[src/rtl/memfifo_width_bridge.sv]
// -----------------------------------------------------------------------------
// memfifo_width_bridge
//
// Width bridge between the EZ-USB word stream (USB_WIDTH) and the DRAM FIFO
// (FIFO_WIDTH), both sides clocked by ifclk.
//
//   Host->memory : RATIO = FIFO_WIDTH/USB_WIDTH USB words are packed into one
//                  FIFO word. A flush pulse pads and commits a partial word.
//   Memory->host : FWFT FIFO words are unpacked into USB words back-to-back,
//                  with the next FIFO word popped on the last slot handshake.
//
// Parameters
//   USB_WIDTH   USB-side word width
//   FIFO_WIDTH  FIFO-side word width (integer multiple, RATIO >= 2)
//   MSB_FIRST   0: USB word k at bits [k*USB_WIDTH +: USB_WIDTH]
//               1: USB word 0 in the top slot
//   PAD_VALUE   value written into unfilled slots on flush
//
// Ports
//   ifclk, reset          clock, synchronous active-high reset
//   usb_data_out/_valid   host->FPGA words, usb_out_ready back-pressure
//   flush                 pulse, commit a partial pack word
//   fifo_data_in/_wr_en   packed word and write strobe, fifo_wr_full stalls
//   fifo_data_out         FWFT head word, fifo_rd_empty, fifo_rd_en pop
//   usb_data_in/_valid    FPGA->host words, usb_in_ready handshake
//   pack_level            USB words held on the pack side (saturates at RATIO)
//   unpack_level          USB words still to deliver from the unpack register
//   stat_*                32-bit wrapping event counters
//
// Optional feature
//   MEMFIFO_WIDTH_BRIDGE_STATS_EN: when defined the stat_* counters are built,
//   otherwise the stat_* ports are tied to 0.
// -----------------------------------------------------------------------------
module memfifo_width_bridge #(
  parameter int                   USB_WIDTH  = 16,
  parameter int                   FIFO_WIDTH = 128,
  parameter bit                   MSB_FIRST  = 1'b0,
  parameter logic [USB_WIDTH-1:0] PAD_VALUE  = '0,
  localparam int                  RATIO      = FIFO_WIDTH / USB_WIDTH,
  localparam int                  CNT_W      = (RATIO > 1) ? $clog2(RATIO) : 1,
  localparam int                  LVL_W      = $clog2(RATIO) + 1
) (
  input  logic                  ifclk,
  input  logic                  reset,
  input  logic [USB_WIDTH-1:0]  usb_data_out,
  input  logic                  usb_out_valid,
  output logic                  usb_out_ready,
  input  logic                  flush,
  output logic [FIFO_WIDTH-1:0] fifo_data_in,
  output logic                  fifo_wr_en,
  input  logic                  fifo_wr_full,
  input  logic [FIFO_WIDTH-1:0] fifo_data_out,
  input  logic                  fifo_rd_empty,
  output logic                  fifo_rd_en,
  output logic [USB_WIDTH-1:0]  usb_data_in,
  output logic                  usb_in_valid,
  input  logic                  usb_in_ready,
  output logic [LVL_W-1:0]      pack_level,
  output logic [LVL_W-1:0]      unpack_level,
  output logic [31:0]           stat_wr_words,
  output logic [31:0]           stat_rd_words,
  output logic [31:0]           stat_flushes
);

  generate
    if ((FIFO_WIDTH % USB_WIDTH) != 0 || RATIO < 2) begin : g_bad_ratio
      $error("memfifo_width_bridge: FIFO_WIDTH must be a multiple of USB_WIDTH with RATIO >= 2");
    end
  endgenerate

  // Bit offset of USB slot k inside a FIFO word.
  function automatic int slot_pos(input int k);
    return MSB_FIRST ? (RATIO - 1 - k) * USB_WIDTH : k * USB_WIDTH;
  endfunction

  // Word count clamped to one FIFO word's worth of USB words.
  function automatic logic [LVL_W-1:0] sat_level(input int words);
    if (words > RATIO) return LVL_W'(RATIO);
    return LVL_W'(words);
  endfunction

  localparam logic [CNT_W-1:0] LAST_SLOT = CNT_W'(RATIO - 1);

  // ---------------------------------------------------------------------------
  // Pack path state
  // ---------------------------------------------------------------------------
  logic [USB_WIDTH-1:0]  slot_q [RATIO];
  logic [CNT_W-1:0]      cnt_q, cnt_d;
  logic                  pend_q, pend_d;
  logic                  flush_req_q, flush_req_d;
  logic [FIFO_WIDTH-1:0] wreg_q, wreg_d;
  logic [FIFO_WIDTH-1:0] full_word, flush_word;
  logic                  accept;
  logic                  wr_fire;

  // A pending flush blocks input so the partial word cannot grow under it.
  assign usb_out_ready = !reset && !flush_req_q && (!pend_q || !fifo_wr_full);
  assign accept        = usb_out_valid && usb_out_ready;
  assign wr_fire       = !reset && pend_q && !fifo_wr_full;
  assign fifo_wr_en    = wr_fire;
  assign fifo_data_in  = reset ? '0 : wreg_q;

  // full_word merges the incoming word into slot cnt so a completing accept
  // commits without an extra cycle; flush_word pads slots cnt..RATIO-1.
  always_comb begin
    full_word  = '0;
    flush_word = '0;
    for (int k = 0; k < RATIO; k++) begin
      if (k == int'(cnt_q)) full_word[slot_pos(k) +: USB_WIDTH] = usb_data_out;
      else                  full_word[slot_pos(k) +: USB_WIDTH] = slot_q[k];
      flush_word[slot_pos(k) +: USB_WIDTH] = (k < int'(cnt_q)) ? slot_q[k] : PAD_VALUE;
    end
  end

  always_comb begin
    cnt_d       = cnt_q;
    pend_d      = pend_q;
    wreg_d      = wreg_q;
    flush_req_d = flush_req_q | flush;
    // Write first, so a reload in the same cycle wins over the clear.
    if (wr_fire) pend_d = 1'b0;
    if (accept) begin
      if (cnt_q == LAST_SLOT) begin
        wreg_d      = full_word;
        pend_d      = 1'b1;
        cnt_d       = '0;
        // A flush arriving with the completing word has nothing left to pad.
        flush_req_d = 1'b0;
      end else begin
        cnt_d = cnt_q + 1'b1;
      end
    end else if (flush_req_q && !pend_q) begin
      flush_req_d = 1'b0;
      if (cnt_q != '0) begin
        wreg_d = flush_word;
        pend_d = 1'b1;
        cnt_d  = '0;
      end
    end
  end

  always_ff @(posedge ifclk) begin
    if (reset) begin
      cnt_q       <= '0;
      pend_q      <= 1'b0;
      flush_req_q <= 1'b0;
      wreg_q      <= '0;
    end else begin
      cnt_q       <= cnt_d;
      pend_q      <= pend_d;
      flush_req_q <= flush_req_d;
      wreg_q      <= wreg_d;
    end
  end

  // Slot storage carries data only; cnt_q decides which slots are live.
  always_ff @(posedge ifclk) begin
    if (accept) slot_q[cnt_q] <= usb_data_out;
  end

  assign pack_level = reset ? '0 : sat_level(int'(cnt_q) + (pend_q ? RATIO : 0));

  // ---------------------------------------------------------------------------
  // Unpack path
  // ---------------------------------------------------------------------------
  typedef enum logic {ST_IDLE, ST_HOLD} unpack_state_t;

  unpack_state_t         state_q;
  logic [CNT_W-1:0]      idx_q;
  logic [FIFO_WIDTH-1:0] rreg_q;
  logic                  last_hs;
  logic                  rd_fire;

  // Popping on the last-slot handshake keeps usb_in_valid high across words.
  assign last_hs    = (state_q == ST_HOLD) && usb_in_ready && (idx_q == LAST_SLOT);
  assign rd_fire    = !reset && !fifo_rd_empty && ((state_q == ST_IDLE) || last_hs);
  assign fifo_rd_en = rd_fire;

  always_ff @(posedge ifclk) begin
    if (reset) begin
      state_q <= ST_IDLE;
      idx_q   <= '0;
      rreg_q  <= '0;
    end else begin
      case (state_q)
        ST_IDLE: begin
          if (rd_fire) begin
            rreg_q  <= fifo_data_out;
            idx_q   <= '0;
            state_q <= ST_HOLD;
          end
        end
        ST_HOLD: begin
          if (usb_in_ready) begin
            if (idx_q == LAST_SLOT) begin
              idx_q <= '0;
              if (rd_fire) rreg_q  <= fifo_data_out;
              else         state_q <= ST_IDLE;
            end else begin
              idx_q <= idx_q + 1'b1;
            end
          end
        end
        default: state_q <= ST_IDLE;
      endcase
    end
  end

  assign usb_in_valid = !reset && (state_q == ST_HOLD);
  assign usb_data_in  = reset ? '0 : rreg_q[slot_pos(int'(idx_q)) +: USB_WIDTH];
  assign unpack_level = (reset || state_q != ST_HOLD) ? '0 : sat_level(RATIO - int'(idx_q));

  // ---------------------------------------------------------------------------
  // Statistics
  // ---------------------------------------------------------------------------
`ifdef MEMFIFO_WIDTH_BRIDGE_STATS_EN
  logic [31:0] wr_words_q, rd_words_q, flushes_q;
  logic        flush_fire;

  // Mirrors the flush service condition in the pack next-state logic.
  assign flush_fire = !reset && flush_req_q && !pend_q && (cnt_q != '0);

  always_ff @(posedge ifclk) begin
    if (reset) begin
      wr_words_q <= '0;
      rd_words_q <= '0;
      flushes_q  <= '0;
    end else begin
      if (wr_fire)    wr_words_q <= wr_words_q + 32'd1;
      if (rd_fire)    rd_words_q <= rd_words_q + 32'd1;
      if (flush_fire) flushes_q  <= flushes_q + 32'd1;
    end
  end

  assign stat_wr_words = reset ? '0 : wr_words_q;
  assign stat_rd_words = reset ? '0 : rd_words_q;
  assign stat_flushes  = reset ? '0 : flushes_q;
`else
  assign stat_wr_words = '0;
  assign stat_rd_words = '0;
  assign stat_flushes  = '0;
`endif

endmodule

[config.mk]
export PLATFORM = sky130hd
export DESIGN_NAME = memfifo_width_bridge
export DESIGN_NICKNAME = d
export VERILOG_FILES = /design/src/rtl/memfifo_width_bridge.sv
export SDC_FILE = /design/constraint.sdc
export NUM_CORES = 1
export LEC_CHECK = 0
export ABC_AREA = 1
export BUFFER_PORTS_ARGS = -buffer_cell sky130_fd_sc_hd__buf_2
export CAP_MARGIN = 20
export CORE_MARGIN = 5
export CORE_UTILIZATION = 55
export DETAILED_ROUTE_END_ITERATION = 6
export PLACE_DENSITY = 0.83
export SETUP_SLACK_MARGIN = 0.05
export SYNTH_ARGS = -nofsm -noshare
export SYNTH_HDL_FRONTEND = slang
export SYNTH_SLANG_ARGS = --single-unit
[constraint.sdc]
create_clock -name ifclk -period 3.8 [get_ports ifclk]
set_input_delay 0.76 -clock ifclk [delete_from_list [all_inputs] [get_ports ifclk]]
set_output_delay 0.76 -clock ifclk [all_outputs]
set_load 0.005 [all_outputs]
Yosys cells after proc, flatten, opt, wreduce, memory -nomap -nowiden
Memory sizes are Yosys's and may differ from the RTL's.
Cells that the tools add are included.
{"block": "totals", "out_inout_bits": 252, "ff_bits": 265, "ram_bits": 128, "word_cells": 120, "input_bits": 151, "memories": 1}
{"block": "classes", "n_reduce_logical": 27, "n_bitwise": 2, "n_shift": 1, "eq_ne": 13, "n_mux": 56, "addsub": 4, "magnitude_cmp": 9}
{"memory": "slot_q", "words": 8, "word_bits": 16, "rd": 8, "rd_ports_with_merged_regs": 0, "write_ports": 1, "line_no": "87", "rtl": "logic [USB_WIDTH-1:0] slot_q [RATIO];"}
{"op": "$mux W128", "n": 8}
{"op": "$mux W16", "n": 16}
{"op": "$pmux W128 S2", "n": 1}
{"op": "$shiftx A128 B8 Y16", "n": 1}
{"op": "$mux W4", "n": 7}
{"op": "$mux W3", "n": 7}
{"op": "$mux W1", "n": 15}
{"op": "$eq A3 B3 Y1 const A", "n": 4}
{"op": "$logic_and A1 B1 Y1", "n": 11}
{"op": "$lt A3 B3 Y1 const A", "n": 3}
{"op": "$add A3 B1 Y3 const B", "n": 2}
{"op": "$eq A2 B3 Y1 const A", "n": 2}
{"op": "$eq A3 B3 Y1 const B", "n": 2}
{"op": "$lt A1 B3 Y1 const A", "n": 2}
{"op": "$lt A2 B3 Y1 const A", "n": 2}
{"op": "$pmux W3 S2", "n": 1}
{"op": "$reduce_and A2 Y1", "n": 3}
{"op": "$add A3 B4 Y5", "n": 1}
{"op": "$gt A5 B4 Y1 const B", "n": 1}
{"op": "$gt A5 B5 Y1 const B", "n": 1}
{"op": "$logic_not A1 Y1", "n": 5}
{"op": "$sub A4 B3 Y5 const A", "n": 1}
{"op": "$ne A2 B1 Y1 const B", "n": 2}
{"op": "$ne A2 B2 Y1 const B", "n": 2}
{"op": "9 further kinds", "n": 12}

Longest topological paths before layout
{"block": "depth", "depth_word": 8, "ltp_mapped": 13, "depth_no_buf": 10}

Worst setup path before layout
OpenSTA, ideal clock, no wires.
{"block": "synth_timing", "path_kind": "input port to flip-flop", "from": "input port reset", "to": "memory slot_q[4][0], enable pin", "setup_time_ps": 430, "path_stages": 6, "path_buffers": 3, "arrival_time_ps": 3035, "slack_ps": 335, "required_time_ps": 3370, "cell_sequence": "buf_4 nor2_8 nand3_4 buf_4 buf_2 nor4_1"}
{"block": "synth_between", "elab_chain_len": 6}
{"item": "start: declaration", "line_no": "44", "rtl": "input logic reset,"}
{"item": "$logic_not A1 Y1", "line_no": "97", "rtl": "assign usb_out_ready = !reset && !flush_req_q && (!pend_q || !fifo_wr_full);"}
{"item": "$logic_and A1 B1 Y1 (2 in a row)", "line_no": "97"}
{"item": "$logic_and A1 B1 Y1", "line_no": "98", "rtl": "assign accept = usb_out_valid && usb_out_ready;"}
{"item": "$mux W1", "line_no": "158", "rtl": "if (accept) slot_q[cnt_q] <= usb_data_out;"}
{"item": "$mux W1 (not written as such)", "line_no": "158"}
{"item": "end: declaration", "line_no": "87"}
No other way between the ends.

Worst setup path in the final report
{"block": "layout_timing", "from": "register idx_q[0]", "to": "output port usb_data_in[9]"}
{"block": "layout_between", "elab_chain_len": 2}
{"item": "start: declaration", "line_no": "169", "rtl": "logic [CNT_W-1:0] idx_q;"}
{"item": "start signal: assignment", "line_no": "200", "rtl": "idx_q <= idx_q + 1'b1;"}
{"item": "$shiftx A128 B8 Y16", "line_no": "210", "rtl": "assign usb_data_in = reset ? '0 : rreg_q[slot_pos(int'(idx_q)) +: USB_WIDTH];"}
{"item": "$mux W16", "line_no": "210"}
{"item": "end: declaration", "line_no": "55", "rtl": "output logic [USB_WIDTH-1:0] usb_data_in,"}
No other way between the ends.

==> impl_metrics.py <==
metrics = {
    "critical_path": {
        "crit_path_end_kind": "output pin",
        "crit_path_end": "usb_data_in[9]",
        "timing.critical_path.depth": 6,
        "worstSetupPathType": "register to output pin",
        "crit_fanout": 66,
        "timing.critical_path.slowest_stage_cell": "buf_4",
        "critPathLaunch": "idx_q[0]$_SDFFE_PP0P_",
        "cpLargestDelayFamily": "buffers and inverters",
        "reg2reg_slack_ns": 0.76,
        "cp_common_cell": "nor2_1",
        "timing.reg2reg.worst_path_depth": 10,
        "critPathMaxStageDelay_ns": 0.55,
        "worstReg2RegEnd": "wreg_q[64]$_SDFFE_PP0P_",
        "crit_chain": "buf_4 -> o21ai_0 -> o22ai_1 -> nor2_1 -> nor2_1 -> buf_2",
        "cp-start-kind": "register",
        "arrival_time_of_data_at_the_critical_path_endpoint_ns": 2.48,
        "timing.critical_path.buf_inv": 2,
        "worst_r2r_startpoint": "cnt_q[0]$_SDFFE_PP0P_",
        "required_ns": 3.04,
    },
    "detailed_routing": {
        "antenna_left": 0,
        "drt_iter0_drc": 1830,
        "via_count": 18042,
        "finalWirelength_microns": 57300,
        "drt-vias-per-instance": 5.31,
        "detail_route.wl_per_cell_microns": 16.9,
        "number_of_optimization_iterations_in_the_first_detailed_route_pass": 6,
        "drc": 0,
    },
    "final_layout": {
        "drive_above_1_share": 0.142,
        "area_growth_pct": 13.1,
        "finish.instance_area_sq_mm": 0.0214,
        "fillCellCount": 3090,
        "nNetsFinal": 3066,
    },
    "floorplan": {
        "design.core.area_sq_mm": 0.0343,
        "ios": 403,
        "design.die.area_sq_mm": 0.0382,
        "initial_core_util": 0.552,
        "placementRows": 68,
        "floorplan.die.height_microns": 196,
        "die_width_microns": 196,
    },
    "synthesis": {
        "postSynthAreaPerCell_sq_um": 6.98,
        "synth_warnings": 0,
        "yosysUniqueCellTypes": 37,
        "synthDominantAreaCellType": "dfxtp_1",
        "synthesis.area_sq_mm": 0.0189,
        "synth_seq_area_share": 0.458,
        "synth_cells": 2711,
        "synth-seq-cells": 377,
        "synth_enable_flop_cells": 112,
        "postSynth.asyncResetShare": 0,
        "synth_area_leaders": "dfxtp_1 28%, edfxtp_1 18%, nor2_1 14%, nand2_1 12%, o21ai_0 7.6%",
        "synth_top_area_share": 0.280,
        "postSynth.topFlopCell": "dfxtp_1",
    },
    "timing": {
        "setup-violations-final": 0,
        "slew-limit-headroom": 0.338,
        "worstMarginPinSlew_ns": 0.990,
        "min_period_over_period": 0.853,
        "finalClockSkew_ns": 0.0113,
        "achievable-frequency_ghz": 0.309,
        "final_number_of_hold_violating_endpoints": 0,
        "rsz0062_at_grt": "false",
        "final_period_minus_worst_setup_slack_ns": 3.24,
        "slew_violations": 0,
        "fin_tns_setup_ns": 0,
    },
    "grt": {
        "grt_pass1_wl_microns": 87200,
        "global_route.overflow_total": 0,
        "grt_start_max_net_pins": 129,
        "number_of_global_route_vias_before_repair": 16547,
        "total_global_routing_track_utilization": 0.280,
        "antenna_violations_before_repair": 4,
    },
    "power_and_ir_drop": {
        "power.density_mw_per_mm2": 458,
        "combinational_fraction_of_design_power": 0.144,
        "switching_power_mw": 2.66,
        "p_leak_nw": 10.3,
        "intPower_mw": 7.14,
        "power_switching_share": 0.271,
        "worst_case_vdd_ir_drop_v": 0.000332,
        "power.share.clock": 0.401,
        "design_power_total_mw": 9.80,
        "seq_power_share": 0.455,
    },
    "job": {
        "drv_cap": 0,
    },
    "placement": {
        "detailed_place.area_sq_mm": 0.0201,
        "place_congestion": 0.966,
        "place.port_buffers": 306,
        "dp_hpwl_microns": 39200,
    },
    "cts": {
        "numCtsBuffers": 41,
        "h_tree_depth": 2,
        "clock_sinks": 377,
        "postCtsResizedCells": 0,
        "clk_pin_slew_worst_paths_ns": 0.06,
        "cts.repair_timing.setup_buffer_count": 0,
        "cts_tree": "yes",
        "cts-root-buf": "clkbuf_16",
        "max-clock-path-buffers": 3,
        "clock_insertion_delay_worst_skew_ns": 0.53,
        "ctsHoldBuffers": 0,
    },
    "status": {
        "outcome": "finished clean",
    },
    "hold_path": {
        "min-delay-path-class": "input pin to register",
    },
}
[synth_stat cells, types with 2 or more instances]
master,count
inv_1,175
o22ai_1,17
o21ai_0,288
buf_1,6
nand2_2,3
nand3_1,149
nand4_1,4
nor2_1,724
buf_2,55
o211ai_1,17
nand2_1,618
dfxtp_1,265
clkbuf_1,87
a21oi_1,12
edfxtp_1,112
ha_1,9
o21ai_1,2
buf_6,10
o21a_1,13
inv_2,4
nor3_1,6
buf_4,119
nand3_2,2
[cells by family after synthesis]
| family | Yosys count | synth area share |
|---|---|---|
| AND/OR/NAND/NOR | 1512 | 0.314 |
| buffers and inverters | 459 | 0.122 |
| flip-flops | 377 | 0.458 |
| AO/OA/AOI/OAI | 352 | 0.0987 |
| adder cells (fa/ha/maj) | 9 | 0.00595 |
| XOR/XNOR | 1 | 0.000463 |
| other | 1 | 0.000198 |
[per-stage QoR]
stage                      util  std cells  hold WS [ns]  setup slack, ns
final                     0.624       3395         0.429            0.560
after global routing      0.624       3394         0.434            0.456
after CTS                 0.624       3392         0.418            0.577
after detailed placement  0.585       3316         0.466            0.785
after global placement    0.584       3314         0.456            0.855
after floorplan               -       2806         0.445            0.335
[final cells by class]
class	instances	area (sq um)	share of cell area
antenna	1	2.50	0.000117
timing repair buffer	335	1820	0.0849
clock buffer	63	1210	0.0563
clock inverter	13	121	0.00567
multi-input combinational	1970	8330	0.389
inverter	181	688	0.0321
sequential	377	8670	0.405
tap	455	569	0.0266
[power by group through the flow]
stage	clock network (mW)	registers, mW	logic [mW]
2_1_floorplan	0	4.51	1.04
3_3_place_gp	0	4.54	1.35
3_5_place_dp	0	4.55	1.38
4_1_cts	3.95	4.46	1.39
5_1_grt	4.13	4.48	1.59
6_report	3.93	4.46	1.41
[worst min path at each step]
stage	startpoint	to	cells after the start
3_5_place_dp	rreg_q[111]$_SDFFE_PP0P_	rreg_q[111]$_SDFFE_PP0P_	2
3_3_place_gp	rreg_q[101]$_SDFFE_PP0P_	rreg_q[101]$_SDFFE_PP0P_	2
2_1_floorplan	wreg_q[13]$_SDFFE_PP0P_	wreg_q[13]$_SDFFE_PP0P_	2
5_1_grt	fifo_rd_empty	state_q$_SDFF_PP0_	2
4_1_cts	fifo_rd_empty	state_q$_SDFF_PP0_	2
6_report	fifo_rd_empty	state_q$_SDFF_PP0_	2
[flip-flops by register name, summed over array words and instances, names as in the netlist]
register and cells:
rreg_q 128, wreg_q 128, state_q 1, flush_req_q 1
slot_q 112, idx_q 3, pend_q 1, cnt_q 3
[metal layers]
layer | routed length [microns] | track usage | up-vias
met4 | 2650 | 0.121 | 8
li1 | - | - | 8702
met3 | 6550 | 0.0590 | 172
met2 | 26800 | 0.469 | 1024
met1 | 21200 | 0.352 | 8136
met5 | 48 | 0 | -
[cell usage in the layout (no fill, tap or decap), types with 7 or more instances in the layout]
master       n
ha_1         9
buf_2      305
o21a_1      13
o21ai_0    288
a21oi_1     12
nor2_1     724
o22ai_1     17
edfxtp_1   112
buf_4       22
clkinv_2     7
nand3_1    149
conb_1      96
o211ai_1    17
nand2_1    617
clkbuf_1    15
dfxtp_1    264
clkbuf_16   44
inv_1      174
Note: power is estimated with default switching activity, not from simulation.
